--- src/rtl/board_pkg.sv ---
// Shared playfield geometry, sequencer states and row/cell helpers for board_ctrl.
// Ports: none (package only).
// Cells are KIND_W bits packed into one row word, column 0 in the low bits.
package board_pkg;

  localparam int BOARD_W = 10;
  localparam int BOARD_H = 20;
  localparam int KIND_W  = 3;
  localparam int ROW_W   = BOARD_W * KIND_W;

  typedef enum logic [1:0] {
    IDLE  = 2'd0,
    SCAN  = 2'd1,
    SHIFT = 2'd2,
    DONE  = 2'd3
  } state_t;

  // A row is full when no cell holds kind 0.
  function automatic logic row_full(input logic [ROW_W-1:0] row);
    row_full = 1'b1;
    for (int i = 0; i < BOARD_W; i++) begin
      if (row[i*KIND_W +: KIND_W] == '0) row_full = 1'b0;
    end
  endfunction

  // Column lookup with an explicit compare chain so that out-of-range columns
  // never form an out-of-bounds part-select; they simply read as empty.
  function automatic logic [KIND_W-1:0] cell_at(input logic [ROW_W-1:0] row,
                                                input logic [3:0] x);
    cell_at = '0;
    for (int i = 0; i < BOARD_W; i++) begin
      if (32'(x) == i) cell_at = row[i*KIND_W +: KIND_W];
    end
  endfunction

  function automatic logic [ROW_W-1:0] set_cell(input logic [ROW_W-1:0] row,
                                                input logic [3:0] x,
                                                input logic [KIND_W-1:0] kind);
    set_cell = row;
    for (int i = 0; i < BOARD_W; i++) begin
      if (32'(x) == i) set_cell[i*KIND_W +: KIND_W] = kind;
    end
  endfunction

endpackage

--- src/rtl/bcd_inc4.sv ---
// Combinational 4-digit BCD +1 that holds at 9999 instead of wrapping.
// Ports: value (16 b BCD in), result (16 b BCD out, digit 3 in [15:12]).
// Zero latency; no flow control.
module bcd_inc4 (
  input  logic [15:0] value,
  output logic [15:0] result
);

  logic carry;

  always_comb begin
    result = value;
    carry  = 1'b1;
    if (value != 16'h9999) begin
      // Ripple the +1 up through the digits; a 9 rolls to 0 and carries.
      for (int d = 0; d < 4; d++) begin
        if (carry) begin
          if (value[d*4 +: 4] == 4'd9) begin
            result[d*4 +: 4] = 4'd0;
          end else begin
            result[d*4 +: 4] = value[d*4 +: 4] + 4'd1;
            carry            = 1'b0;
          end
        end
      end
    end
  end

endmodule

--- src/rtl/board_ctrl.sv ---
// Tetris playfield store, display cell lookup, game writes and row-removal sequencer.
// Ports: clk/reset_n; disp_x/disp_y -> disp_kind (1-cycle); wr_valid/wr_ready/wr_x/wr_y/wr_kind;
//        commit, clear_board; busy, commit_done, lines_cleared, score (BCD).
module board_ctrl
  import board_pkg::*;
(
  input  logic        clk,
  input  logic        reset_n,
  input  logic [3:0]  disp_x,
  input  logic [4:0]  disp_y,
  output logic [3:0]  disp_kind,
  input  logic        wr_valid,
  output logic        wr_ready,
  input  logic [3:0]  wr_x,
  input  logic [4:0]  wr_y,
  input  logic [2:0]  wr_kind,
  input  logic        commit,
  input  logic        clear_board,
  output logic        busy,
  output logic        commit_done,
  output logic [4:0]  lines_cleared,
  output logic [15:0] score
);

  logic [ROW_W-1:0] rows [BOARD_H];
  state_t           state;
  logic [4:0]       r;
  logic [4:0]       k;
  logic [15:0]      score_inc;

  // Single row-write port shared by the shifter and game writes.
  logic             row_we;
  logic [4:0]       row_sel;
  logic [ROW_W-1:0] row_wdata;
  logic             wr_hit;

  bcd_inc4 u_bcd_inc4 (
    .value  (score),
    .result (score_inc)
  );

  assign wr_ready = (state == IDLE);
  assign busy     = (state != IDLE);

  // Out-of-range coordinates still complete the handshake but write nothing.
  assign wr_hit = wr_valid && wr_ready &&
                  (wr_x < 4'(BOARD_W)) && (wr_y < 5'(BOARD_H));

  // Game writes only happen in IDLE and the shifter only in SHIFT, so the
  // state alone arbitrates the row-write port.
  always_comb begin
    row_we    = 1'b0;
    row_sel   = '0;
    row_wdata = '0;
    if (state == SHIFT) begin
      row_we    = 1'b1;
      row_sel   = k;
      row_wdata = (k == 5'd0) ? '0 : rows[k - 5'd1];
    end else if (wr_hit) begin
      row_we    = 1'b1;
      row_sel   = wr_y;
      row_wdata = set_cell(rows[wr_y], wr_x, wr_kind);
    end
  end

  always_ff @(posedge clk) begin
    if (!reset_n) begin
      for (int i = 0; i < BOARD_H; i++) rows[i] <= '0;
      state         <= IDLE;
      r             <= '0;
      k             <= '0;
      disp_kind     <= '0;
      commit_done   <= 1'b0;
      lines_cleared <= '0;
      score         <= '0;
    end else begin
      // Display lookup never stalls; mid-shift reads may see mixed rows.
      if ((disp_x < 4'(BOARD_W)) && (disp_y < 5'(BOARD_H)))
        disp_kind <= 4'(cell_at(rows[disp_y], disp_x));
      else
        disp_kind <= '0;

      if (clear_board) begin
        // Overrides everything, including a same-cycle write or commit.
        for (int i = 0; i < BOARD_H; i++) rows[i] <= '0;
        state         <= IDLE;
        commit_done   <= 1'b0;
        lines_cleared <= '0;
        score         <= '0;
      end else begin
        commit_done <= 1'b0;
        if (row_we) rows[row_sel] <= row_wdata;

        case (state)
          IDLE: begin
            if (commit) begin
              r             <= 5'(BOARD_H - 1);
              lines_cleared <= '0;
              state         <= SCAN;
            end
          end
          SCAN: begin
            if (row_full(rows[r])) begin
              k     <= r;
              state <= SHIFT;
              score <= score_inc;
              if (lines_cleared != 5'(BOARD_H)) lines_cleared <= lines_cleared + 5'd1;
            end else if (r == 5'd0) begin
              state       <= DONE;
              commit_done <= 1'b1;
            end else begin
              r <= r - 5'd1;
            end
          end
          SHIFT: begin
            // r is left alone so the row shifted into it is rescanned.
            if (k == 5'd0) state <= SCAN;
            else           k     <= k - 5'd1;
          end
          DONE: begin
            state <= IDLE;
          end
          default: state <= IDLE;
        endcase
      end
    end
  end

endmodule

--- config.mk ---
export PLATFORM = sky130hd
export DESIGN_NAME = board_ctrl
export DESIGN_NICKNAME = d
export VERILOG_FILES = /design/src/rtl/board_pkg.sv /design/src/rtl/bcd_inc4.sv /design/src/rtl/board_ctrl.sv
export SDC_FILE = /design/constraint.sdc
export NUM_CORES = 2
export LEC_CHECK = 0
export CAP_MARGIN = 10
export CORE_AREA = 5 5 452 454
export DETAILED_ROUTE_END_ITERATION = 6
export DIE_AREA = 0 0 457 459
export GPL_ROUTABILITY_DRIVEN = 0
export GPL_TIMING_DRIVEN = 0
export PLACE_DENSITY_LB_ADDON = 0.1
export SETUP_SLACK_MARGIN = 0.5
export SLEW_MARGIN = 10
export SYNTH_ARGS = -nofsm -noshare
export SYNTH_HDL_FRONTEND = slang
export SYNTH_SLANG_ARGS = --single-unit
--- constraint.sdc ---
create_clock -name clk -period 5.34 [get_ports clk]
set_input_delay 1.068 -clock clk [delete_from_list [all_inputs] [get_ports clk]]
set_output_delay 1.068 -clock clk [all_outputs]
set_load 0.05 [all_outputs]
==> impl_results.md <==
* DR vias at 46500
* GRT overflow at 0
* Finished Layout Cells at a little over 7000
* Fill count at between 15000 and 20000
* Global-route wire length before repair at approximately 430 mm
* Largest net degree at the start of global routing at 31
* Hold Crit Start: score[12]$_SDFFE_PP0P_
* Status: finished, violations left
* H-Tree Depth at 3
* CP required at roughly 6 ns
* Worst Path Arrival at 5.73 ns
* EDFF count, synth at 960
* Vias in the first global route at between 40000 and 50000
* Syn Nets at a little over 4000
* Cell area after synthesis at ~60000 um^2
* Critical Path Max Stage Delay at slightly above 0.9 ns
* Sequential cell area fraction in the yosys report at 49.8%
* Cts bufs inserted at about 120
* Ratio of cells with drive above 1 in the final layout at 31.0%
* I/O Buffers at 41
* Clock root cell: clkbuf_16
* Die ar. at roughly 210000 um^2
* Total iterations of the first detailed-routing run at 7
* Remaining DRCs at 0
* Clk sinks at roughly 1000
* Gr usage total at a little under a third
* Reg clk slew, reported paths at 0.06 ns
* Final Max Tran Viols at 0
* Post-synth cell types at between 70 and 80
* HPWL Detailed at between 200 and 300 mm
* Gate Count Post-Synth at 4037
* Layout Nets at 4286
* Total wire length at 329 mm
* Horiz. Die Dim at 457 um
* Hold Vio Cnt, Final at 0
* RSZ-0062 raised after global routing: true
* Crit path max fanout at 10
* Slew HR at less than 1%
* Hold Crit Class: reg2reg
* Most common cell after layout, fill and taps aside: edfxtp_1
* Placed instance count at 6780
* Area Overhead vs Synth at 16.4%
* Crit path from: disp_y[3]
* Antenna Nets Post-Route at 0
* Peak Freq at between 150 and 200 MHz
* Crit start category: primary input
* Critical path cell sequence: clkdlybuf4s50_1, clkbuf_4, nand2_1, o21ai_0, a21oi_1, o32ai_1, a22oi_1, nor2_1, o21ai_1, a31oi_2
* Async set or reset register ratio after synthesis at 0%
* CTS max path bufs at 3
* Crit end category: flop
* Post-CTS Hold Fix Bufs at 0
* CTS tree: built
* Buf/Inv on CP at 2
* Most frequent cells in the layout: edfxtp_1 (960), mux4_2 (831), nor2_1 (686)
* CORE AREA at between 150000 and 200000 um^2
* Wire per inst at approximately 47 um
* Skew-Pair Late Insertion Delay at a little over 0.8 ns
* Floorplan row count at approximately 160
* Synth Warn # at 0
* P_leak at around 22 nW
* Setup Viol. Count Final at 0
* Final TNS setup at 0 ns
* Synth Register Bits at approximately 1000
* Initial antenna violation count at 28
* Tcrit/Tclk final at a little over nine tenths
* Multi-input logic area at roughly 29000 um^2
* Clock Skew at 0.0414 ns
* Io pins at between 50 and 60
* Worst VDD drop at between 0.2 and 0.3 mV
* Crit Path Class: in2reg
* Starting density of the core at about 30%
* Crit path time final at between 5 and 6 ns
* Die Ht at ~460 um
* Worst slew pin tran at 1.48 ns
* Storage element area at just under 30000 um^2
* Max Cap Viol at 1
* Synth Area per Inst at 14.8 um^2
* Pwr/cell area at around 300 nW/um^2
* Critical-path top delay cell: clkdlybuf4s50_1
* Delay-heaviest family, CP: compound AO/OA/AOI/OAI gates
* DR vias/cell at approximately 6.6
* Violated checks: capacitance limit
* Synth Flop Type: edfxtp_1
* Initial DRC count at just under 8000
## flip-flops by register name, indices dropped and copies added, names as in the netlist, named ones only
signal         cells
r                  5
disp_kind          3
lines_cleared      5
state              2
score             16
rows             960
k                  5
commit_done        1
## power breakdown
group	internal, mW	switching [mW]
logic	0.938	1.86
registers	8.79	0.253
clock network	5.23	3.77
## final timing paths
path / to / slack, ns / cells past startpoint
worst max-delay path: disp_kind[0]$_SDFF_PN0_ / 0.27 / 10
worst min-delay path: score[12]$_SDFFE_PP0P_ / 0.51 / 2
worst max register to register: flop / 0.33 / 13
worst min register to register: score[12]$_SDFFE_PP0P_ / 0.51 / 2
## worst register-to-register path: cells and delay by family, from the launching register on
family          cells  cell delay (ns)
compound gates      6             2.16
buf+inv             4             1.73
flops               1             0.58
simple gates        3             0.41
## cells by family after synthesis
group	count (synthesis)	synth area share, %
XOR/XNOR	8	0.118
buffers and inverters	434	2.87
AND/OR/NAND/NOR	1274	9.47
adder cells (fa/ha/maj)	6	0.126
AO/OA/AOI/OAI	388	4.65
multiplexers	924	33.0
flip-flops	1002	49.8
other	1	0.00629
## cells in the mapped netlist, drive strengths merged (30+ instances only)
cell / count / area (um^2)
edfxtp: 960 / 28800
nor3: 295 / 1480
mux4: 831 / 18700
dfxtp: 42 / 841
mux2i: 93 / 931
a21oi: 91 / 455
o32a: 30 / 300
nand2: 102 / 383
nor4: 47 / 300
a22oi: 50 / 375
o21ai: 39 / 195
inv: 51 / 191
o211ai: 48 / 360
clkbuf: 263 / 987
nor2: 703 / 2640
buf: 120 / 534
## per-stage QoR
stage	setup slack [ns]	utilization [%]	instance area (um^2)	hold WS, ns	power, mW
global route	0.414	34.8	69400	0.553	21.2
finish	0.268	34.8	69400	0.507	20.8
CTS	0.324	34.7	69200	0.510	20.8
floorplan	0.916	-	59600	0.500	10.4
detailed placement	-3.48	32.3	64400	0.502	11.8
global placement	-4.38	31.8	63300	0.484	11.8
## per-layer routing
metal / vias up / wire length (um) / track usage, %
met5: - / 278 / 0.814
met4: 8 / 26700 / 20.1
met3: 786 / 40700 / 11.2
met2: 3591 / 139000 / 43.6
met1: 24900 / 122000 / 38.5
li1: 17200 / - / -
## final cells by class
class / instances / area share, %
Antenna cell: 22 / 0.0793
Buffer: 383 / 3.01
Timing Repair inverter: 1 / 0.0108
Clock buffer: 138 / 4.47
Inverter: 51 / 0.292
Clock inverter: 93 / 1.58
Multi-Input combinational cell: 2601 / 41.1
Tap cell: 2656 / 4.79
Timing Repair Buffer: 93 / 1.91
Sequential cell: 1002 / 42.8
## repair_timing
item / 4_1_cts / 5_1_grt
buffers inserted: 5 / 1
pin swaps: 1 / 1
gates resized for setup: 189 / 92
setup endpoints to repair: 1904 / 984
cloned: 0 / 1
Note: power is estimated with default switching activity, not from simulation.
